**src/rtl/quad_velocity.sv**
```systemverilog
// ---------------------------------------------------------------------------
// quad_velocity
//
// Quadrature encoder decoder with per-sample-period velocity capture.
// The encoder pins are synchronised, x4-decoded into single steps, and
// summed into a wrapping position counter. A saturating accumulator
// collects the steps taken since the last sample strobe. Each sample strobe
// moves the accumulator into the speed output and restarts the accumulator.
//
// Ports:
//   clk           system clock
//   reset         asynchronous, active-high reset
//   quad_a/quad_b encoder channels, asynchronous to clk
//   sample_pulse  one-clock strobe: latch speed, restart accumulation
//   clear_count   synchronous clear of position, accumulator and err
//   enc_count     signed position, x4 decoded, wraps modulo 2^COUNT_WIDTH
//   speed         signed saturated steps counted in the last sample period
//   speed_valid   one-clock strobe, high in the cycle speed was updated
//   dir           direction of the most recent valid step (1 = forward)
//   err           sticky illegal-transition flag
// ---------------------------------------------------------------------------
module quad_velocity #(
    parameter int COUNT_WIDTH = 16,
    parameter int SPEED_WIDTH = 8
) (
    input  logic                   clk,
    input  logic                   reset,
    input  logic                   quad_a,
    input  logic                   quad_b,
    input  logic                   sample_pulse,
    input  logic                   clear_count,
    output logic [COUNT_WIDTH-1:0] enc_count,
    output logic [SPEED_WIDTH-1:0] speed,
    output logic                   speed_valid,
    output logic                   dir,
    output logic                   err
);

    // Decoder holds off for three cycles after reset so that pins resting
    // at a nonzero state are absorbed into prev without producing a step.
    localparam logic [1:0] WARM_DONE = 2'd3;

    // Saturating add of a single step (-1, 0, +1) onto a speed-width value.
    // The extra sign bit of the sum tells overflow apart from a valid result.
    function automatic logic signed [SPEED_WIDTH-1:0] sat_add(
        input logic signed [SPEED_WIDTH-1:0] a,
        input logic signed [1:0]             s
    );
        logic [SPEED_WIDTH:0] sum;
        logic signed [SPEED_WIDTH-1:0] res;
        sum = {a[SPEED_WIDTH-1], a} + {{(SPEED_WIDTH-1){s[1]}}, s};
        if (sum[SPEED_WIDTH] != sum[SPEED_WIDTH-1]) begin
            if (sum[SPEED_WIDTH] == 1'b0) begin
                res = {1'b0, {(SPEED_WIDTH-1){1'b1}}};
            end else begin
                res = {1'b1, {(SPEED_WIDTH-1){1'b0}}};
            end
        end else begin
            res = sum[SPEED_WIDTH-1:0];
        end
        return res;
    endfunction

    // Sign-extends a single step to the position counter width.
    function automatic logic [COUNT_WIDTH-1:0] step_ext(
        input logic signed [1:0] s
    );
        return {{(COUNT_WIDTH-2){s[1]}}, s};
    endfunction

    logic                          sync1_a, sync1_b;
    logic                          sync2_a, sync2_b;
    logic                          prev_a, prev_b;
    logic [1:0]                    warm_cnt;
    logic                          decode_en;

    logic                          fwd_p2;
    logic                          rev_p2;
    logic                          ill_p2;
    logic signed [1:0]             step_p2;

    logic signed [SPEED_WIDTH-1:0] acc;
    logic signed [SPEED_WIDTH-1:0] acc_sum;

    assign decode_en = (warm_cnt == WARM_DONE);

    // ---- stage 2: compare the synchronised pair against the previous pair
    always_comb begin
        fwd_p2  = 1'b0;
        rev_p2  = 1'b0;
        ill_p2  = 1'b0;
        step_p2 = 2'sd0;
        if (decode_en) begin
            case ({prev_a, prev_b, sync2_a, sync2_b})
                4'b0010, 4'b1011, 4'b1101, 4'b0100: fwd_p2 = 1'b1;
                4'b1000, 4'b1110, 4'b0111, 4'b0001: rev_p2 = 1'b1;
                4'b0011, 4'b1100, 4'b0110, 4'b1001: ill_p2 = 1'b1;
                default: ;
            endcase
        end
        if (fwd_p2) begin
            step_p2 = 2'sd1;
        end else if (rev_p2) begin
            step_p2 = -2'sd1;
        end
    end

    // Accumulator including this cycle's step; a step landing in the same
    // cycle as a sample belongs to the period being reported.
    assign acc_sum = sat_add(acc, step_p2);

    // ---- stage 0/1: two-flop synchronisers, prev register, warm-up counter
    always_ff @(posedge clk or posedge reset) begin
        if (reset) begin
            sync1_a  <= 1'b0;
            sync1_b  <= 1'b0;
            sync2_a  <= 1'b0;
            sync2_b  <= 1'b0;
            prev_a   <= 1'b0;
            prev_b   <= 1'b0;
            warm_cnt <= 2'd0;
        end else begin
            sync1_a <= quad_a;
            sync1_b <= quad_b;
            sync2_a <= sync1_a;
            sync2_b <= sync1_b;
            prev_a  <= sync2_a;
            prev_b  <= sync2_b;
            if (warm_cnt != WARM_DONE) begin
                warm_cnt <= warm_cnt + 2'd1;
            end
        end
    end

    // ---- stage 3: position, accumulator, speed capture and status flags
    always_ff @(posedge clk or posedge reset) begin
        if (reset) begin
            enc_count   <= '0;
            acc         <= '0;
            speed       <= '0;
            speed_valid <= 1'b0;
            dir         <= 1'b0;
            err         <= 1'b0;
        end else begin
            speed_valid <= sample_pulse;
            if (clear_count) begin
                // Clear wins over any step or sample in the same cycle;
                // dir keeps the last direction seen.
                enc_count <= '0;
                acc       <= '0;
                err       <= 1'b0;
                if (sample_pulse) begin
                    speed <= '0;
                end
            end else begin
                if (fwd_p2 || rev_p2) begin
                    enc_count <= enc_count + step_ext(step_p2);
                    dir       <= fwd_p2;
                end
                if (ill_p2) begin
                    err <= 1'b1;
                end
                if (sample_pulse) begin
                    speed <= acc_sum;
                    acc   <= '0;
                end else begin
                    acc <= acc_sum;
                end
            end
        end
    end

endmodule

```
**config.mk**
```make
export PLATFORM = sky130hd
export DESIGN_NAME = quad_velocity
export DESIGN_NICKNAME = d
export VERILOG_FILES = /design/src/rtl/quad_velocity.sv
export SDC_FILE = /design/constraint.sdc
export NUM_CORES = 1
export LEC_CHECK = 0
export BUFFER_PORTS_ARGS = -buffer_cell sky130_fd_sc_hd__buf_4
export CAP_MARGIN = 20
export CORE_MARGIN = 1.5
export CORE_UTILIZATION = 60
export CTS_CLUSTER_DIAMETER = 120
export CTS_CLUSTER_SIZE = 8
export DETAILED_ROUTE_END_ITERATION = 10
export GPL_TIMING_DRIVEN = 0
export PLACE_DENSITY = 0.92
export SLEW_MARGIN = 10
export SYNTH_ARGS = -nofsm -noshare
export SYNTH_HDL_FRONTEND = slang
export SYNTH_SLANG_ARGS = --single-unit
```
**constraint.sdc**
```tcl
create_clock -name clk -period 7.4 [get_ports clk]
set_clock_uncertainty 0.1 [all_clocks]
set_input_delay 1.11 -clock clk [delete_from_list [all_inputs] [get_ports clk]]
set_output_delay 1.11 -clock clk [all_outputs]
set_load 0.02 [all_outputs]
```
After elaboration in Yosys (flattened, before gate mapping)
Cells that the tools add are included.

storage, ports and cells
  bits in registers = 43
  latch bits = 0
  bits in writable memories = 0
  ROM bits = 0
  bits of input ports = 6
  output and inout port bits = 27
  word-level logic and storage cells = 58
  memories kept = 0

operators by class
  add/subtract/negate cells = 3
  $mul = 0
  div/mod/pow operators = 0
  $lt $le $gt $ge = 0
  eq/ne operators = 15
  shift-type cells = 0
  muxes and demuxes = 19
  bitwise gates (word level) = 1
  reductions and logical operators = 7

operators by type and width
  kind                                                             number
  8-bit 2-to-1 mux                                                 7
  16-bit 2-to-1 mux                                                2
  4-bit == test, second input constant                             6
  16-bit adder                                                     1
  4-bit by 3-bit == test with 1-bit output, second input constant  3
  4-bit OR reduction                                               3
  8-bit by 2-bit adder with 9-bit output                           1
  4-bit by 2-bit == test with 1-bit output, second input constant  2
  1-bit 2-to-1 mux                                                 8
  4-bit by 1-bit == test with 1-bit output, second input constant  1
  2-bit 2-to-1 mux                                                 2
  2-bit nonzero test                                               2
  2-bit by 1-bit adder with 2-bit output, second input constant    1
  2-bit == test, second input constant                             1
  2-bit != test, second input constant                             1
  2-bit AND reduction                                              1
  1-bit logical OR                                                 1
  1-bit != test                                                    1
  1-bit NOT                                                        1

Depth between registers and ports, before layout
Gate-level depths: netlist of the first run.

  depth after elaboration = 11
  depth in mapped cells = 14
  depth with buffers taken out = 12

Worst setup path before layout of the first run
Ideal clock, no wire load.

  kind = flip-flop to flip-flop
  start point = reg sync2_a
  end point = reg enc_count[15]
  setup time = 0.128 ns
  arrival time = 3.234 ns
  required time = 7.172 ns
  path slack = 3.939 ns
  stages on the path, launching flop included = 12
  path buffers = 0
  period minus slack after synthesis = 3.461 ns
  path through = dfrtp_1 xnor2_1 nor2b_4 nand2_1 inv_1 ha_1 a211o_1 a211o_1 a21o_1 a31oi_2 mux2i_1 mux2_1

on the way
  cells in the longest elaborated chain, start to end = 9
  elaborated cells on any way between the ends = 21
  those cells by class = 1 x add/sub; 8 x eq/ne; 8 x mux; 4 x reduce/logical

RTL lines
  item                                         RTL line  RTL
  start, declared                              72        logic sync2_a, sync2_b;
  start signal, assigned                       125       sync2_a <= sync1_a;
  4-bit == test, or another cell as far along  94        case ({prev_a, prev_b, sync2_a, sync2_b})
  4-bit OR reduction                           94
  1-bit 2-to-1 mux                             94
  1-bit 2-to-1 mux                             93        if (decode_en) begin
  2-bit 2-to-1 mux                             103       end else if (rev_p2) begin
  2-bit 2-to-1 mux                             101       if (fwd_p2) begin
  16-bit adder                                 157       enc_count <= enc_count + step_ext(step_p2);
  16-bit 2-to-1 mux                            156       if (fwd_p2 || rev_p2) begin
  16-bit 2-to-1 mux                            146       if (clear_count) begin
  end signal, assigned                         157
  end, declared                                32        output logic [COUNT_WIDTH-1:0] enc_count,

Parallel ways exist; a longest one is shown, timed or not. The select of a mux whose other input is x is not followed.
A chain may end at the register's enable or synchronous reset.

Worst setup path in the final report of the first run
  start point = reg sync2_b
  end point = reg speed[6]

on the way
  cells in the longest elaborated chain, start to end = 11
  elaborated cells on any way between the ends = 22
  those cells by class = 1 x add/sub; 9 x eq/ne; 10 x mux; 2 x reduce/logical

RTL lines
  item                                                      RTL line  RTL
  start, declared                                           72
  start signal, assigned                                    126       sync2_b <= sync1_b;
  4-bit == test, or another cell as far along               94
  4-bit OR reduction                                        94
  1-bit 2-to-1 mux                                          94
  1-bit 2-to-1 mux                                          93
  2-bit 2-to-1 mux                                          103
  2-bit 2-to-1 mux (*)                                      101
  8-bit by 2-bit adder with 9-bit output (*)                51        sum = {a[SPEED_WIDTH-1], a} + {{(SPEED_WIDTH-1){s[1]}}, s};
  8-bit 2-to-1 mux / 1-bit != test (equally long branches)  53, 52
  8-bit 2-to-1 mux (*)                                      52        if (sum[SPEED_WIDTH] != sum[SPEED_WIDTH-1]) begin
  8-bit 2-to-1 mux (*)                                      163       if (sample_pulse) begin
  8-bit 2-to-1 mux (*)                                      146
  end signal, assigned                                      164       speed <= acc_sum;
  end, declared                                             33        output logic [SPEED_WIDTH-1:0] speed,

Mark *: on every way between the ends. The rest lies on a longest branch, timed or not. The select of a mux whose other input is x is not followed.

==> impl_metrics.yaml, run 1 <==
run_status:
  status: "finished with violations"
  violations: "design-rule violations"
clock_tree:
  clk_path_buf_depth: 2
  tritoncts.num_buffers: 5
  tritoncts: "built"
  cts_setup_buffers: 0
  cts_resized: 0
  worstSkewPairLatency_ns: 0.31
  clkTransAtPathRegs_ns: 0.08
  hold_buffers: 0
  clockRootBuffer: "clkbuf_8"
  cts_sinks: 43
  htree_levels: 2
drt:
  routed_wl_um: 6529
  drc: 2
  ant_nets: 0
  wire_per_inst_um: 16.40
  drt_iter0_markers: 163
  num_vias: 2509
  firstDrtPassIters: 8
  viasPerCell: 6.304
global_routing:
  grt_pass1_wl_um: 11020
  grt_pass1_vias: 2356
  grt_max_degree: 27
  grt_usage: 0.2728
  grt_antenna_before_repair: 0
  grt_overflow: 0
yosys:
  synthesis.area_um2: 2836
  syn-num-nets: 337
  async_reset_ff_frac: 1.000
  yosys.area.top_type_share: 0.3794
  ys_seq_area_frac: 0.3794
  synth.avg_cell_area_um2: 9.300
  ys_warn_count: 0
  synth_cell_types: 54
  synthCells: 305
  synth_enable_flop_cells: 0
  synth_flop_cell: "dfrtp_1"
  synth_area_leaders: "dfrtp_1 38%, ha_1 11%, a21oi_1 5.8%, nand2_1 5.4%, xnor2_1 4.6%"
  ys_seq_elements: 43
  synth.largest_area_cell: "dfrtp_1"
die:
  fp-row-count: 24
  fp.dieArea_um2: 5149
  die_h_um: 71.76
  initial_utilization: 0.6382
  fp.coreArea_um2: 4444
  io_pins: 33
  die_w_um: 71.76
sta:
  fin_crit_sh: 0.5433
  tightest_slew_ns: 0.8673
  setup_viol: 0
  fin_crit_ns: 4.020
  drv_slew: 0
  hold_viol: 0
  hold_ws_ns: 0.2532
  fmax_mhz: 248.7
  tns_ns: 0
  slew_headroom: 0.4211
  rsz0062_at_grt: "no"
worst_setup_path:
  r2r-start: "sync2_b$_DFF_PP0_"
  cp_max_fo: 11
  worst_ep_arrival_time_ns: 4.10
  critPathLaunchType: "register"
  reg2reg_slack_ns: 3.38
  critPathRequiredTime_ns: 7.48
  r2r_end: "speed[6]$_DFFE_PP0P_"
  path_class: "reg -> reg"
  critPathCaptureType: "register"
  reg2reg_depth: 14
placed_design:
  port_buffers: 32
  place_congestion: 0.9874
  place_inst: 390
  hpwl_um: 4565
cells_and_area:
  seqCellArea_um2: 1076
  fill_cells: 319
  insertedDiodeCount: 0
  nets: 377
  area_growth_pct: 15.75
  layout.cells.non_filler: 398
  finish.utilization: 0.7387
  multiInputGateArea_um2: 1657
  drive_above_1_share: 0.1792
power_and_ir_drop:
  p_per_area_nw_per_um2: 240.7
  power.total_uw: 790.2
  p_leak_nw: 1.617
  peakVddDrop_mv: 0.1737
min_path:
  hold_path_depth: 0
  holdPathEnd: "sync2_a$_DFF_PP0_"
  hp-start: "sync1_a$_DFF_PP0_"
  hp-class: "reg -> reg"
job:
  drv_cap: 0
-- worst max-delay path by stage --
stage / start / end / cells after the start
after floorplan: sync2_a$_DFF_PP0_ / enc_count[15]$_DFFE_PP0P_ / 11
after global placement: sync2_b$_DFF_PP0_ / speed[2]$_DFFE_PP0P_ / 14
after detailed placement: sync2_b$_DFF_PP0_ / speed[2]$_DFFE_PP0P_ / 14
final: sync2_b$_DFF_PP0_ / speed[6]$_DFFE_PP0P_ / 14
after CTS: sync2_b$_DFF_PP0_ / speed[2]$_DFFE_PP0P_ / 14
after global routing: sync2_b$_DFF_PP0_ / speed[2]$_DFFE_PP0P_ / 14
-- Yosys cell counts (7+ instances only) --
cell,count
nor2_1,18
inv_1,12
xnor2_1,15
a21oi_1,33
o21ai_1,7
nand3_1,7
ha_1,24
dfrtp_1,43
a21o_1,7
o211ai_1,7
nand2_1,41
o21ai_0,9
-- final cells by class --
cell class,instances,share of cell area
clock inverter,2,0.01181
sequential,43,0.3277
multi-input combinational,240,0.5046
inverter,14,0.01601
clock buffer,6,0.02515
tap,52,0.01982
timing repair buffer,33,0.07927
buffer,8,0.01562
-- cell usage in the layout, fill, tap and decap left out, drive strengths merged, types with 2 or more instances in the layout --
master   n
a21oi   34
o22ai    3
o21ai   17
a221o    2
mux2     2
clkbuf   9
o211ai   7
mux2i    2
or3      2
nand2   41
a21o     9
buf     38
nand4    3
xnor2   15
xor2     4
nor3     5
a31oi    5
ha      24
inv     15
o21bai   4
fa       2
nor2    18
nor4b    3
o221ai   4
and2     2
a211o    2
nor2b    5
a211oi   6
dfrtp   43
nand3    7
or2      2
-- per-layer routing --
layer,share of wire,wire length [µm],global-route usage,vias up
met5,0,0,0,-
met4,0.028,180,0.1174,0
met3,0.056,367,0.05345,23
met2,0.49,3220,0.4588,107
met1,0.42,2761,0.3421,1184
li1,-,-,-,1195
-- stage by stage --
stage | setup slack (ns) | cell area [µm²]
global placement | 3.533 | 3142
finish | 3.380 | 3283
floorplan | 3.939 | 2836
global route | 3.121 | 3283
detailed placement | 3.475 | 3162
CTS | 3.430 | 3283
-- critical path, stage by stage (launching register included) --
cell and delay (ns):
dfrtp_1 0.43, xnor2_1 0.40, nor2b_4 0.08, o21ai_2 0.47
inv_2 0.16, buf_2 0.25, ha_1 0.23, fa_1 0.41
a21oi_1 0.25, o211ai_1 0.15, a21o_1 0.21, buf_2 0.18
buf_1 0.24, o211ai_1 0.25, nand3_1 0.10
-- cells by family (layout without fill, tap and decap cells) --
family          after synthesis  in the layout  synth area share
buf+inv                      22             63           0.03661
mux                           4              4           0.01500
xor+xnor                     19             19           0.05867
fa+ha+maj                    26             26            0.1200
compound gates              100            100            0.2329
flops                        43             43            0.3794
simple gates                 91             91            0.1575
-- state kept, by name (all words and copies together) (netlist names) --
| signal | count |
|---|---|
| enc_count | 16 |
| acc | 8 |
| speed | 8 |
| warm_cnt | 2 |
| dir | 1 |
| err | 1 |
| prev_a | 1 |
| prev_b | 1 |
| speed_valid | 1 |
| sync1_a | 1 |
| sync1_b | 1 |
| sync2_a | 1 |
| sync2_b | 1 |
-- report_power, final --
part | leakage, nW | internal, mW | switching (mW) | total [mW]
registers | 0.554 | 0.265 | 0.0217 | 0.287
clock network | 0.0618 | 0.111 | 0.0856 | 0.197
logic | 1.00 | 0.122 | 0.185 | 0.307
total | 1.62 | 0.498 | 0.292 | 0.790
No activity file was read; power rests on OpenSTA's default activity.
==> inputs of run 2 (changes only) <==
ABC_AREA = 1   (was unset)
CORE_UTILIZATION = 58   (was 60)
PLACE_DENSITY = 0.89   (was 0.92)
clock period = 3.9 ns   (was 7.4 ns; I/O delays follow)
==> impl_metrics.yaml, run 2 <==
cells_and_area:
  layout_common_cells: "116 x nand2_1, 43 x dfrtp_1, 32 x buf_4"
  finish.utilization: 0.7125
  insertedDiodeCount: 0
  area_growth_pct: 15.35
  fill_cells: 355
  largest_register_ffs: 16
  nets: 428
  final_common_cell: "nand2_1"
  layout.cells.non_filler: 449
  largestRegisters: "enc_count (16), acc (8), speed (8)"
  fin_area_um2: 3188
  drive_above_1_share: 0.1486
  top_register: "enc_count"
yosys:
  synthesis.area_um2: 2764
  synth_enable_flop_cells: 0
  synth.largest_area_cell: "dfrtp_1"
  yosys.area.top_type_share: 0.3893
  ys_seq_elements: 43
  yosysMostFrequentCell: "nand2_1"
  syn-num-nets: 388
  synthTopCellsByCount: "116 x nand2_1, 43 x dfrtp_1, 32 x inv_1"
  synth_flop_cell: "dfrtp_1"
  async_reset_ff_frac: 1.000
  ys_warn_count: 0
  synth_area_leaders: "dfrtp_1 39%, nand2_1 16%, ha_1 11%, nand3_1 5.6%, inv_1 4.3%"
  synth_cell_types: 32
  synth.avg_cell_area_um2: 7.764
  ys_seq_area_frac: 0.3893
  synthCells: 356
drt:
  routed_wl_um: 5834
  wire_per_inst_um: 12.99
  ant_nets: 0
  drc: 0
  viasPerCell: 5.330
  num_vias: 2393
  firstDrtPassIters: 4
  drt_iter0_markers: 120
sta:
  hold_viol: 0
  rsz0062_at_grt: "no"
  fmax_mhz: 297.8
  tns_ns: 0
  slew_headroom: 0.4180
  tightest_slew_ns: 0.8720
  drv_slew: 0
  worst_slack_ns: 0.5426
  fin_crit_ns: 3.357
  hold_ws_ns: 0.1568
  fin_crit_sh: 0.8609
  setup_viol: 0
job:
  drv_cap: 0
die:
  fp.coreArea_um2: 4474
  initial_utilization: 0.6177
  die_h_um: 72.03
  fp.dieArea_um2: 5188
  io_pins: 33
  fp-row-count: 24
  die_w_um: 72.03
clock_tree:
  cts_resized: 0
  cts_sinks: 43
  tritoncts: "built"
  hold_buffers: 0
  clockRootBuffer: "clkbuf_8"
  htree_levels: 2
  clkTransAtPathRegs_ns: 0.08
  clk_path_buf_depth: 2
  worstSkewPairLatency_ns: 0.31
  cts_setup_buffers: 0
  tritoncts.num_buffers: 5
global_routing:
  grt_overflow: 0
  grt_pass1_wl_um: 10200
  grt_pass1_vias: 2361
  grt_usage: 0.2489
  grt_antenna_before_repair: 0
  grt_max_degree: 27
worst_setup_path:
  cp_max_fo: 23
  critPathRequiredTime_ns: 4.04
  critPathLaunchType: "register"
  critPathCaptureType: "register"
  path_class: "reg -> reg"
  worst_ep_arrival_time_ns: 3.50
min_path:
  hp-class: "in -> async"
power_and_ir_drop:
  power.total_mw: 1.376
  peakVddDrop_mv: 0.3097
  p_leak_nw: 1.765
  p_per_area_nw_per_um2: 431.5
placed_design:
  port_buffers: 32
  place_area_um2: 3089
  place_inst: 441
  hpwl_um: 4502
  place_congestion: 0.9284
  pre_cts_slack_ns: 0.5662
run_status:
  status: "finished clean"
## run 2: cell types whose count changed in the layout (fill, tap and decap cells not counted), sizes merged, moves of 4 or more
cell,before,now
a21oi,34,25
o221ai,4,0
a31oi,5,1
nor2,18,25
nor2b,5,0
nand2,41,123
inv,15,32
nand3,7,33
a211oi,6,0
o211ai,7,1
a21o,9,1
## run 2: cells by family after synthesis
family / count (synthesis) / synth area share
simple gates: 186 / 0.2847
fa+ha+maj: 26 / 0.1231
flops: 43 / 0.3893
compound gates: 50 / 0.1064
xor+xnor: 13 / 0.04120
buf+inv: 38 / 0.05523
## run 2: worst paths after layout
kind                                          from              endpoint  slack [ns]  cells past startpoint
min                                          reset      prev_b$_DFF_PP0_        0.16                      2
max reg2reg                warm_cnt[0]$_DFFE_PP0N_  speed[1]$_DFFE_PP0P_        0.54                     16
max in group asynchronous                    reset      acc[0]$_DFF_PP0_        3.06                      3
max                        warm_cnt[0]$_DFFE_PP0N_  speed[1]$_DFFE_PP0P_        0.54                     16
min reg2reg                      sync1_b$_DFF_PP0_     sync2_b$_DFF_PP0_        0.25                      0
min in group clk                 sync1_b$_DFF_PP0_     sync2_b$_DFF_PP0_        0.25                      0
## run 2: where the power goes
group	leakage, nW	switching, mW	internal, mW
combinational	1.16	0.324	0.199
clock	0.0474	0.162	0.145
sequential	0.555	0.0426	0.504
total	1.76	0.528	0.847
## run 2: layer usage
metal  part of all wire  routed length, µm  global-route usage
met2               0.48               2817              0.4280
met4              0.013                 78             0.08805
met3              0.045                265             0.04722
met5                  0                  0                   0
met1               0.46               2672              0.3146
## run 2: cell type report
type                    count  area (µm²)  share of cell area
multi-input cells         275        1535              0.4816
clock inverters             2       16.27            0.005102
repair buffers             33       260.3             0.08163
inverters                  34       128.9             0.04042
plain buffers               4       23.77            0.007457
clock buffers               6       82.58             0.02590
well taps                  52       65.06             0.02041
flip-flops and latches     43        1076              0.3375
## run 2: worst max-delay path, cell delays in order, from the launching register on
cell	delay, ns
dfrtp_1	0.38
ha_1	0.21
inv_1	0.10
nor2_1	0.10
nand2_1	0.14
inv_1	0.67
ha_1	0.44
nand3_1	0.13
nand3_2	0.11
nand2_1	0.12
nand2_1	0.07
nand2_2	0.07
nand2_4	0.07
a21oi_4	0.23
buf_6	0.17
nand3_1	0.08
nand2_1	0.08
